File: src/rtl/acc_cpu_core.sv
// Multi-cycle accumulator CPU: unified program/data memory, serial program load, FETCH/EXEC sequencer.
// Two cycles per instruction; Load overrides everything but reset; run=0 freezes execution in place.
module acc_cpu_core #(
  parameter int DATA_W = 8,
  parameter int ADDR_W = 5
) (
  input  logic              clock,
  input  logic              reset,
  input  logic              Load,
  input  logic              run,
  input  logic [DATA_W-1:0] data_in,
  output logic [DATA_W-1:0] Instruction,
  output logic [DATA_W-1:0] Acc,
  output logic [DATA_W-1:0] Mem,
  output logic [ADDR_W-1:0] Program_counter,
  output logic              halted,
  output logic [ADDR_W:0]   load_count
);

  localparam int DEPTH = 1 << ADDR_W;
  localparam logic [ADDR_W:0] CNT_MAX = {1'b1, {ADDR_W{1'b0}}};

  localparam logic [2:0] OP_HLT = 3'd0;
  localparam logic [2:0] OP_SKZ = 3'd1;
  localparam logic [2:0] OP_ADD = 3'd2;
  localparam logic [2:0] OP_AND = 3'd3;
  localparam logic [2:0] OP_XOR = 3'd4;
  localparam logic [2:0] OP_LDA = 3'd5;
  localparam logic [2:0] OP_STO = 3'd6;
  localparam logic [2:0] OP_JMP = 3'd7;

  typedef enum logic [2:0] {
    S_IDLE,
    S_LOAD,
    S_FETCH,
    S_EXEC,
    S_HALT
  } state_t;

  state_t            state_q, state_d;
  logic [ADDR_W-1:0] pc_q, pc_d;
  logic [DATA_W-1:0] acc_q, acc_d;
  logic [DATA_W-1:0] ir_q, ir_d;
  logic [ADDR_W-1:0] load_ptr_q, load_ptr_d;
  logic [ADDR_W:0]   load_count_q, load_count_d;

  logic [DATA_W-1:0] mem_q [DEPTH];
  logic              mem_we;
  logic [ADDR_W-1:0] mem_waddr;
  logic [DATA_W-1:0] mem_wdata;

  logic [2:0]        opcode;
  logic [ADDR_W-1:0] operand;
  logic [DATA_W-1:0] mem_opnd;

  assign opcode   = ir_q[DATA_W-1 -: 3];
  assign operand  = ir_q[ADDR_W-1:0];
  assign mem_opnd = mem_q[operand];

  always_comb begin
    state_d      = state_q;
    pc_d         = pc_q;
    acc_d        = acc_q;
    ir_d         = ir_q;
    load_ptr_d   = load_ptr_q;
    load_count_d = load_count_q;
    mem_we       = 1'b0;
    mem_waddr    = load_ptr_q;
    mem_wdata    = data_in;

    if (Load) begin
      // Load pre-empts whatever was executing; the abandoned instruction has no side effects.
      state_d    = S_LOAD;
      mem_we     = 1'b1;
      load_ptr_d = load_ptr_q + 1'b1;
      if (state_q != S_LOAD) begin
        load_count_d = {{ADDR_W{1'b0}}, 1'b1};
      end else if (load_count_q != CNT_MAX) begin
        load_count_d = load_count_q + 1'b1;
      end
    end else begin
      unique case (state_q)
        S_IDLE: begin
          if (run) begin
            state_d = S_FETCH;
            pc_d    = '0;
          end
        end
        S_LOAD: begin
          state_d    = S_FETCH;
          pc_d       = '0;
          load_ptr_d = '0;
          ir_d       = '0;
        end
        S_FETCH: begin
          if (run) begin
            ir_d    = mem_q[pc_q];
            pc_d    = pc_q + 1'b1;
            state_d = S_EXEC;
          end
        end
        S_EXEC: begin
          if (run) begin
            state_d = (opcode == OP_HLT) ? S_HALT : S_FETCH;
            unique case (opcode)
              OP_SKZ:  if (acc_q == '0) pc_d = pc_q + 1'b1;
              OP_ADD:  acc_d = acc_q + mem_opnd;
              OP_AND:  acc_d = acc_q & mem_opnd;
              OP_XOR:  acc_d = acc_q ^ mem_opnd;
              OP_LDA:  acc_d = mem_opnd;
              OP_STO: begin
                mem_we    = 1'b1;
                mem_waddr = operand;
                mem_wdata = acc_q;
              end
              OP_JMP:  pc_d = operand;
              default: ;
            endcase
          end
        end
        S_HALT: ;
        default: state_d = S_IDLE;
      endcase
    end
  end

  always_ff @(posedge clock) begin
    if (reset) begin
      state_q      <= S_IDLE;
      pc_q         <= '0;
      acc_q        <= '0;
      ir_q         <= '0;
      load_ptr_q   <= '0;
      load_count_q <= '0;
    end else begin
      state_q      <= state_d;
      pc_q         <= pc_d;
      acc_q        <= acc_d;
      ir_q         <= ir_d;
      load_ptr_q   <= load_ptr_d;
      load_count_q <= load_count_d;
    end
  end

  // Memory contents survive reset; only the write of the reset cycle is suppressed.
  always_ff @(posedge clock) begin
    if (!reset && mem_we) begin
      mem_q[mem_waddr] <= mem_wdata;
    end
  end

  assign Instruction     = ir_q;
  assign Acc             = acc_q;
  assign Mem             = mem_opnd;
  assign Program_counter = pc_q;
  assign halted          = (state_q == S_HALT);
  assign load_count      = load_count_q;

endmodule
File: config.mk
export PLATFORM = sky130hd
export DESIGN_NAME = acc_cpu_core
export DESIGN_NICKNAME = d
export VERILOG_FILES = /design/src/rtl/acc_cpu_core.sv
export SDC_FILE = /design/constraint.sdc
export NUM_CORES = 1
export LEC_CHECK = 0
export BUFFER_PORTS_ARGS = -buffer_cell sky130_fd_sc_hd__buf_2
export CAP_MARGIN = 10
export CORE_ASPECT_RATIO = 0.7
export CORE_UTILIZATION = 46
export CTS_BUF_LIST = sky130_fd_sc_hd__clkbuf_4 sky130_fd_sc_hd__clkbuf_8 sky130_fd_sc_hd__clkbuf_16
export DETAILED_ROUTE_END_ITERATION = 10
export GPL_ROUTABILITY_DRIVEN = 0
export RECOVER_POWER = 50
export REMOVE_ABC_BUFFERS = 1
export SLEW_MARGIN = 5
export SYNTH_ARGS = -nofsm -noshare
export SYNTH_HDL_FRONTEND = slang
export SYNTH_SLANG_ARGS = --single-unit
File: constraint.sdc
create_clock -name clock -period 10.23 [get_ports clock]
set_input_delay 1.023 -clock clock [delete_from_list [all_inputs] [get_ports clock]]
set_output_delay 1.023 -clock clock [all_outputs]
set_load 0.05 [all_outputs]
==> summary.md, run 1 <==
| Metric | Value |
|---|---|
| Non-Filler Instances | `between 1000 and 1500` |
| Clock Latency Late Sink | `0.56 ns` |
| ANT nets after route | `0` |
| Setup Skew | `0.0118 ns` |
| Final WS setup | `around 5.6 ns` |
| Tmin final | `around 4.7 ns` |
| Status | `complete, but fails checks` |
| Yosys cell types | `59` |
| Via count | `approximately 9000` |
| Failing checks | `max-capacitance violations, max-slew violations` |
| Worst VDD drop | `119 uV` |
| First-pass DRT Iterations | `5` |
| Max Fclk | `214 MHz` |
| Worst-Margin Slew | `about 1.8 ns` |
| Die W | `about 210 microns` |
| Area of the multi-input gates | `between 5000 and 6000 sq um` |
| Area post-placement | `approximately 15000 sq um` |
| GRT overflow | `0` |
| Drt initial violations | `roughly 1400` |
| Register area share after synthesis | `58.9%` |
| DP HPWL | `29800 microns` |
| Avg Vias per Cell | `6.64` |
| Worst setup SP type | `flip-flop` |
| Post-CTS setup buffers | `0` |
| Root buffer cell | `clkbuf_16` |
| CTS buffer count | `29` |
| Worst slack at placement | `about 5.8 ns` |
| Max-cap violations | `2` |
| Hold_buf cts | `0` |
| Wirelength per Cell | `between 30 and 40 microns` |
| Lkg Pwr | `4.91 nW` |
| Total Neg Setup Slack | `0 ns` |
| Required time of the critical path | `approximately 9 ns` |
| Core area | `about 31000 sq um` |
| Worst EP arrival | `3.64 ns` |
| Critical path, cell by cell | `buf_4 -> mux4_2 -> mux2_2 -> o22ai_1 -> nor2_1 -> buf_2` |
| Clock transition at path regs | `about 0.06 ns` |
| Synthesis-stage register bit count | `~300` |
| Clock sink count | `around 300` |
| CTS tree | `done` |
| Register Area | `between 8000 and 9000 sq um` |
| Vias in the first global route | `8397` |
| Final hold violations | `0` |
| Yosys top cell area share | `a little over half` |
| Mean area per synthesized cell | `16.7 sq um` |
| First-pass GRT wire length | `61800 microns` |
| Total power | `between 0.002 and 0.003 W` |
| Share of cells above drive strength 1 | `approximately 28%` |
| RSZ-0062 raised after global routing | `no` |
| Die height | `151 microns` |
| DP Cell Count | `between 1000 and 1500` |
| Hold Path Class | `reg2reg` |
| Critical path's slowest cell | `dfxtp_4` |
| Primary FF master, synth | `edfxtp_1` |
| Antenna Cells | `0` |
| YS warnings | `0` |
| Largest net degree at the start of global routing | `44` |
| Fin area | `about 16000 sq um` |
| Final period util | `45.6%` |
| Tot GR Track Use | `27.1%` |
| Initial Util | `~47%` |
| Class of the most critical setup path | `reg2out` |
| CP top delay family | `multiplexers` |
| Fillers | `~2500` |
| Final Max Tran Viols | `27` |
| Setup crit end kind | `output port` |
| Post-Syn Area | `between 10000 and 15000 sq um` |
| CTS resizes | `0` |
| H-tree depth | `1` |
| I/O Pins | `48` |
| Core Rows | `54` |
| # DRC | `0` |
| DIE AREA | `between 30000 and 40000 sq um` |
| Crit Path Max Fanout | `31` |
| Port Buffers | `47` |
| Initial antenna violation count | `1` |
| Main area contributors after synthesis | `edfxtp_1, mux4_2, dfxtp_1` |
| DRT Wirelength | `about 43000 microns` |
| Post-synth top area cell | `edfxtp_1` |
| Cells after synthesis | `872` |
| Setup violators final | `0` |
| EDFF count, synth | `roughly 260` |
| Bufs on Longest Clock Path | `3` |
| CP bufs+invs | `2` |
| Pwr/cell area | `158 nW/um^2` |
| Final net count | `944` |
| Worst path max stage delay | `between 0.6 and 0.7 ns` |
| Worst slew margin | `-23.0%` |
| Area growth syn-to-layout | `11.1%` |
| Async S/R FF share, synth | `0%` |
-- synth_stat cells, types with 3 or more instances --
| library cell | count |
|---|---|
| nor3_1 | 31 |
| o21ai_0 | 8 |
| o22ai_1 | 6 |
| a21oi_1 | 39 |
| and3_1 | 11 |
| xnor2_1 | 7 |
| mux2i_1 | 32 |
| or3_1 | 3 |
| nor2_1 | 28 |
| nand3_1 | 13 |
| nor2b_1 | 7 |
| xor2_1 | 7 |
| nand4_1 | 4 |
| a221o_1 | 8 |
| buf_4 | 3 |
| nand2b_1 | 6 |
| ha_1 | 13 |
| a31oi_1 | 5 |
| a211oi_1 | 7 |
| nand2_1 | 29 |
| a22oi_1 | 10 |
| and3b_1 | 3 |
| o21ai_1 | 5 |
| o21bai_1 | 4 |
| edfxtp_1 | 256 |
| clkbuf_1 | 33 |
| nor3b_1 | 17 |
| mux2_2 | 21 |
| dfxtp_1 | 45 |
| inv_1 | 11 |
| mux4_2 | 138 |
| buf_2 | 14 |
| buf_6 | 10 |
-- flip-flops by register name, summed over array words and instances, names as in the netlist, named ones only --
name and flops:
load_count 6, load_ptr_q 5, mem_q 256, state_q 3
Acc 8, Program_counter 5, Instruction 8
-- cell families after synthesis --
family          share of synthesized area, %
flops                                   58.9
mux                                     25.1
simple gates                            6.23
compound gates                          5.10
buf+inv                                 2.59
xor+xnor                               0.840
fa+ha+maj                               1.25
-- path summary, 6_finish.rpt --
kind	depth (start not counted)	end	slack (ns)	start
min reg2reg	2	Program_counter[4]$_SDFFE_PP0N_	0.52	Program_counter[4]$_SDFFE_PP0N_
max	6	Mem[1]	5.57	flip-flop
max reg2reg	13	Acc[6]$_SDFFE_PP0P_	5.66	flip-flop
min	2	Program_counter[4]$_SDFFE_PP0N_	0.52	Program_counter[4]$_SDFFE_PP0N_
-- where the power goes --
group	leakage, nW	switching, W	total [W]	internal, W
Clock	0.473	0.000454	0.00110	0.000649
Combinational	1.76	0.0000752	0.000115	0.0000394
Sequential	2.67	0.0000115	0.00135	0.00133
-- stage by stage --
step / utilization [%] / hold WS, ns
4_1_cts: 52.2 / 0.513
3_3_place_gp: 48.9 / 0.494
6_report: 52.1 / 0.521
3_5_place_dp: 49.1 / 0.502
2_1_floorplan: - / 0.473
5_1_grt: 52.1 / 0.553
-- tightest hold or removal path: cells and delay by family (launching register included) --
| kind | cells | cell delay [ns] |
|---|---|---|
| flip-flops | 1 | 0.33 |
| AND/OR/NAND/NOR | 1 | 0.06 |
| AO/OA/AOI/OAI | 1 | 0.07 |
-- area by class of cell --
type                            count  area share, %
Tap cell                          420           3.24
Multi-Input combinational cell    498           35.1
Clock inverter                     16           1.21
Sequential cell                   301           53.0
Clock buffer                       33           4.66
Timing Repair Buffer               77           2.54
Inverter                           11          0.255
-- routing by layer --
metal	global-route usage (%)	part of all wire, %	up-vias
met4	6.32	2.4	0
li1	-	-	3706
met3	10.0	13	68
met2	35.6	41	549
met5	0	0	-
met1	42.1	44	4681
-- layout by cell type (no fill, tap or decap), types with 6 or more instances in the layout --
master     count
xnor2_1        7
and3_1        11
nor3b_1       11
mux2i_1       32
nand3_1       13
nor3_2         6
a221o_1        8
clkinv_1       7
o22ai_1        6
buf_4         25
clkbuf_1      29
a22oi_1       10
nor3_1        25
nand2b_1       6
o21ai_0        8
nor2_1        28
xor2_1         7
nor2b_1        7
a211oi_1       7
mux2_1         8
mux2_2        13
inv_1         11
ha_1          13
clkbuf_16     29
a21oi_1       39
mux4_2       138
dfxtp_1       40
nand2_1       29
nor3b_2        7
buf_2         23
edfxtp_1     256
(Power assumes the default switching activity.)
==> inputs of run 2 (changes only) <==
==> constraint.sdc (replaced) <==
create_clock -name clock -period 4.7 [get_ports clock]
set_input_delay 0.47 -clock clock [delete_from_list [all_inputs] [get_ports clock]]
set_output_delay 0.47 -clock clock [all_outputs]
set_load 0.05 [all_outputs]
==> summary.md, run 2 (synthesized netlist as in run 1, its figures left out) <==
| Metric | Value |
|---|---|
| RR Startpoint | `state_q[0]$_SDFFE_PP0P_` |
| CTS resizes | `0 (unchanged)` |
| Max reg flops | `256 (unchanged)` |
| Clock transition at path regs | `0.07 ns (about the same)` |
| H-tree depth | `1 (unchanged)` |
| Worst setup SP type | `flip-flop` |
| Total Neg Setup Slack | `0 ns (unchanged)` |
| Share of cells above drive strength 1 | `30.1% (+2.3 points)` |
| Largest Register | `mem_q` |
| Drt initial violations | `1218 (-15%)` |
| Failing checks | `max-capacitance violations, max-slew violations` |
| Antenna Cells | `0 (unchanged)` |
| Fin area | `16400 sq um (+1.1%)` |
| Worst EP arrival | `4.33 ns (+0.69 ns)` |
| Wirelength per Cell | `28.9 microns (-9.6%)` |
| Setup crit end kind | `flip-flop` |
| First-pass GRT wire length | `58700 microns (-5.0%)` |
| Max-cap violations | `1 (-1)` |
| Final Max Tran Viols | `30 (+11%)` |
| Worst VDD drop | `432 uV (+260%)` |
| DIE AREA | `32400 sq um (unchanged)` |
| Root buffer cell | `clkbuf_16` |
| Core Rows | `54 (unchanged)` |
| Hold path start | `run` |
| Setup violators final | `0 (unchanged)` |
| Area post-placement | `15500 sq um (+1.4%)` |
| Die height | `151 microns (unchanged)` |
| ANT nets after route | `0 (unchanged)` |
| # DRC | `0 (unchanged)` |
| Critical Path Start | `state_q[0]$_SDFFE_PP0P_` |
| Area growth syn-to-layout | `12.3%` |
| Most frequent cells in the layout | `edfxtp_1, mux4_2, buf_4` |
| I/O Pins | `48 (unchanged)` |
| RSZ-0062 raised after global routing | `no` |
| Worst R2R Path Depth | `7 (-6)` |
| Max Fclk | `247 MHz` |
| Clock Latency Late Sink | `0.57 ns (about the same)` |
| GRT overflow | `0 (unchanged)` |
| Bufs on Longest Clock Path | `3 (unchanged)` |
| CTS tree | `done` |
| Commonest non-fill, non-tap cell in the layout | `edfxtp_1` |
| Tmin final | `4.06 ns` |
| Core area | `31100 sq um (unchanged)` |
| DP HPWL | `28500 microns (-4.2%)` |
| Largest net degree at the start of global routing | `39 (-11%)` |
| Class of the most critical setup path | `reg2reg` |
| Pwr/cell area | `332 nW/um^2 (+110%)` |
| CTS buffer count | `29 (unchanged)` |
| Initial Util | `46.8% (unchanged)` |
| Status | `complete, but fails checks` |
| Final net count | `975 (+3.3%)` |
| Required time of the critical path | `4.97 ns (-4.24 ns)` |
| Worst slew margin | `-42.2% (-19 points)` |
| Initial antenna violation count | `0 (-1)` |
| Fillers | `2532 (-0.24%)` |
| First-pass DRT Iterations | `7 (+2)` |
| Tot GR Track Use | `25.3% (-1.9 points)` |
| Final hold violations | `0 (unchanged)` |
| Clock sink count | `301 (unchanged)` |
| Crit Path Max Fanout | `16 (-48%)` |
| DRT Wirelength | `40300 microns (-7.2%)` |
| Port Buffers | `47 (unchanged)` |
| Vias in the first global route | `8460 (+0.75%)` |
| Worst-Margin Slew | `2.13 ns (+0.289 ns)` |
| Worst Hold Depth | `3 (+1)` |
| Via count | `9010 (+0.067%)` |
| Hold_buf cts | `0 (unchanged)` |
| Setup Skew | `0.0195 ns (+0.00771 ns)` |
| Post-CTS setup buffers | `0 (unchanged)` |
| Final period util | `between 80% and 90%` |
| Avg Vias per Cell | `6.47 (-2.5%)` |
| Lkg Pwr | `5.05 nW (+3.0%)` |
| Hold Path Class | `in2reg` |
| Die W | `215 microns (unchanged)` |
run 2: changes by cell type in the layout (fill, tap and decap cells not counted), moves of 3 or more:
cell	delta
clkinvlp_4	+4
clkinv_1	-3
nor3_1	+6
clkinv_2	+5
nor3_2	-6
bufinv_16	-4
buf_4	+36
buf_2	-4
run 2: report_power, final:
part           internal [W]  switching [W]
logic             0.0000901       0.000154
clock network       0.00123        0.00104
registers           0.00290      0.0000213
run 2: cell type report:
cell class / count / area [sq um] / share of cell area [%]
sequential: 301 / 8600 / 52.4
multi-input combinational: 498 / 5650 / 34.5
clock buffer: 33 / 762 / 4.65
timing repair buffer: 108 / 658 / 4.01
tap: 420 / 526 / 3.21
clock inverter: 21 / 160 / 0.977
inverter: 11 / 41.3 / 0.252
run 2: path summary, 6_finish.rpt:
check | endpoint | slack [ns]
max | mem_q[3][4]$_DFFE_PP_ | 0.64
max reg2reg | mem_q[3][4]$_DFFE_PP_ | 0.64
min reg2reg | flip-flop | 0.52
min | state_q[1]$_SDFFE_PP0P_ | 0.34
run 2: worst max-delay path: stages, from the launching register on:
cell     delay (ns)
dfxtp_1        0.57
nor2b_1        0.26
and3_1         0.22
nor2b_1        0.73
buf_4          0.34
mux2_2         0.48
nor3_1         0.83
buf_4          0.32
run 2: per-stage QoR:
| stage | hold slack, ns | utilization (%) | worst slack (ns) | total power (W) | instances |
|---|---|---|---|---|---|
| after CTS | 0.313 | 52.8 | 0.781 | 0.00547 | 1392 |
| after global routing | 0.360 | 52.6 | 0.397 | 0.00559 | 1392 |
| after detailed placement | 0.505 | 49.8 | 0.896 | 0.00323 | 1338 |
| final | 0.340 | 52.6 | 0.645 | 0.00544 | 1392 |
| after floorplan | 0.473 | - | -0.346 | 0.00314 | 810 |
| after global placement | 0.490 | 49.8 | 0.956 | 0.00323 | 1338 |
run 2: per-layer routing:
| metal | GRT usage [%] | vias up | part of all wire (%) |
|---|---|---|---|
| met5 | 0 | - | 0 |
| met3 | 5.56 | 47 | 10 |
| met4 | 5.68 | 0 | 2.0 |
| li1 | - | 3782 | - |
| met1 | 40.9 | 4694 | 46 |
| met2 | 34.4 | 487 | 42 |
==> inputs of run 3 (changes only) <==
--- a/config.mk
+++ b/config.mk
@@ -5,12 +5,12 @@
 export SDC_FILE = /design/constraint.sdc
 export NUM_CORES = 1
 export LEC_CHECK = 0
-export BUFFER_PORTS_ARGS = -buffer_cell sky130_fd_sc_hd__buf_2
 export CAP_MARGIN = 10
 export CORE_ASPECT_RATIO = 0.7
 export CORE_UTILIZATION = 46
 export CTS_BUF_LIST = sky130_fd_sc_hd__clkbuf_4 sky130_fd_sc_hd__clkbuf_8 sky130_fd_sc_hd__clkbuf_16
 export DETAILED_ROUTE_END_ITERATION = 10
+export DONT_BUFFER_PORTS = 1
 export GPL_ROUTABILITY_DRIVEN = 0
 export RECOVER_POWER = 50
 export REMOVE_ABC_BUFFERS = 1
==> summary.md, run 3 (synthesized netlist as in run 1, its figures left out) <==
| Metric | Value |
|---|---|
| H-tree depth | `1 (unchanged)` |
| Core area | `31100 sq um (unchanged)` |
| Total Neg Setup Slack | `0 ns (unchanged)` |
| Drt initial violations | `1122 (-7.9%)` |
| Worst VDD drop | `301 uV (-30%)` |
| Bufs on Longest Clock Path | `3 (unchanged)` |
| Fin area | `16300 sq um (-0.69%)` |
| Largest net degree at the start of global routing | `39 (unchanged)` |
| Failing checks | `max-capacitance violations, max-slew violations` |
| Antenna Cells | `0 (unchanged)` |
| Setup Skew | `0.0160 ns (-0.00354 ns)` |
| Final net count | `929 (-4.7%)` |
| Worst Hold Depth | `2 (-1)` |
| Final Max Tran Viols | `31 (+3.3%)` |
| DP HPWL | `28900 microns (+1.3%)` |
| Tmin final | `4.09 ns (+0.0361 ns)` |
| Hold_buf cts | `1 (+1)` |
| Hold Path Class | `in2reg` |
| Via count | `8930 (-0.89%)` |
| Setup violators final | `0 (unchanged)` |
| DIE AREA | `32400 sq um (unchanged)` |
| Max reg flops | `256 (unchanged)` |
| Initial Util | `46.8% (unchanged)` |
| Max-cap violations | `3 (+2)` |
| First-pass DRT Iterations | `6 (-1)` |
| Final period util | `87.0% (+0.77 points)` |
| Commonest non-fill, non-tap cell in the layout | `edfxtp_1` |
| Class of the most critical setup path | `reg2reg` |
| Largest Register | `mem_q` |
| CTS resizes | `0 (unchanged)` |
| Most frequent cells in the layout | `edfxtp_1, mux4_2, buf_4` |
| RSZ-0062 raised after global routing | `no` |
| CTS tree | `done` |
| Worst slew margin | `-13.0% (+29 points)` |
| Port Buffers | `0 (-100%)` |
| Worst-Margin Slew | `1.69 ns (-0.437 ns)` |
| I/O Pins | `48 (unchanged)` |
| Worst R2R Path Depth | `7 (unchanged)` |
| Die W | `215 microns (unchanged)` |
| Post-CTS setup buffers | `0 (unchanged)` |
| Max Fclk | `244 MHz (-0.88%)` |
| Worst setup SP type | `flip-flop` |
| Initial antenna violation count | `0 (unchanged)` |
| Wirelength per Cell | `30.3 microns (+4.8%)` |
| Core Rows | `54 (unchanged)` |
| DRT Wirelength | `40800 microns (+1.3%)` |
| Required time of the critical path | `4.97 ns (about the same)` |
| Fillers | `2455 (-3.0%)` |
| Pwr/cell area | `349 nW/um^2 (+5.2%)` |
| Status | `complete, but fails checks` |
| Die height | `151 microns (unchanged)` |
| ANT nets after route | `0 (unchanged)` |
| Tot GR Track Use | `25.4% (+0.13 points)` |
| Share of cells above drive strength 1 | `28.2% (-2.0 points)` |
| Worst EP arrival | `4.36 ns (+0.03 ns)` |
| Final hold violations | `0 (unchanged)` |
| Crit Path Max Fanout | `26 (+10)` |
| Clock transition at path regs | `0.07 ns (about the same)` |
| Root buffer cell | `clkbuf_16` |
| Area growth syn-to-layout | `11.6%` |
| Lkg Pwr | `4.98 nW (-1.4%)` |
| Clock Latency Late Sink | `0.57 ns (about the same)` |
| Setup crit end kind | `flip-flop` |
| Area post-placement | `15300 sq um (-1.6%)` |
| CTS buffer count | `30 (+3.4%)` |
| Clock sink count | `301 (unchanged)` |
| # DRC | `0 (unchanged)` |
| First-pass GRT wire length | `59300 microns (+0.93%)` |
| GRT overflow | `0 (unchanged)` |
| Avg Vias per Cell | `6.63 (+2.5%)` |
| Vias in the first global route | `8633 (+2.0%)` |
[run 3: cell count changes in the layout (fill, tap and decap cells not counted), moves of 2 or more]
cell	change
clkbuf_1	-22
buf_2	-19
buf_4	-8
nor3b_1	+6
nor3b_2	-6
bufinv_16	+4
clkinvlp_4	-3
clkbuf_16	+2
clkinv_1	+2
clkinv_2	-2
[run 3: path summary, 6_finish.rpt]
path | start | end | slack (ns)
max | state_q[0]$_SDFFE_PP0P_ | mem_q[0][1]$_DFFE_PP_ | 0.61
min reg2reg | load_ptr_q[3]$_SDFFE_PP0P_ | load_ptr_q[3]$_SDFFE_PP0P_ | 0.58
max reg2reg | state_q[0]$_SDFFE_PP0P_ | mem_q[0][1]$_DFFE_PP_ | 0.61
min | Load | state_q[0]$_SDFFE_PP0P_ | 0.03
[run 3: critical path: stages, from the launching register on]
cell and delay [ns]:
dfxtp_1 0.57, nor2b_1 0.27, and3_1 0.26, nor2b_2 0.92, nor3b_1 0.29, o21ai_1 0.28
nor3_1 0.85, buf_4 0.32
[run 3: metrics by stage]
| stage | setup slack, ns | util [%] | cells | total power [W] | hold WS, ns |
|---|---|---|---|---|---|
| after floorplan | -0.346 | - | 810 | 0.00314 | 0.473 |
| after global placement | 0.761 | 49.0 | 1290 | 0.00320 | 0.548 |
| after detailed placement | 0.672 | 49.0 | 1290 | 0.00321 | 0.553 |
| after CTS | 0.697 | 52.4 | 1346 | 0.00573 | 0.00518 |
| after global routing | 0.393 | 52.3 | 1346 | 0.00585 | 0.0306 |
| final | 0.609 | 52.3 | 1346 | 0.00569 | 0.0325 |
[run 3: area by class of cell]
cell class                      count  area, sq um  area share [%]
Clock buffer                       34          798            4.90
Clock inverter                     21          235            1.44
Inverter                           11         41.3           0.254
Multi-Input combinational cell    498         5630            34.6
Sequential cell                   301         8600            52.8
Tap cell                          420          526            3.23
Timing Repair Buffer               61          450            2.77
[run 3: metal layers]
metal	global-route usage (%)	wire length, microns	part of all wire (%)	up-vias
met5	0	0	0	-
met1	37.8	17500	43	4605
met3	7.49	4880	12	79
met2	36.3	17300	42	567
li1	-	-	-	3679
met4	6.89	1170	2.9	0
[run 3: report_power, final]
part | internal (W) | switching [W] | leakage (nW) | total (W)
Clock | 0.00149 | 0.00103 | 0.514 | 0.00253
Sequential | 0.00290 | 0.0000289 | 2.67 | 0.00293
Combinational | 0.0000834 | 0.000142 | 1.80 | 0.000226
Total | 0.00448 | 0.00121 | 4.99 | 0.00569
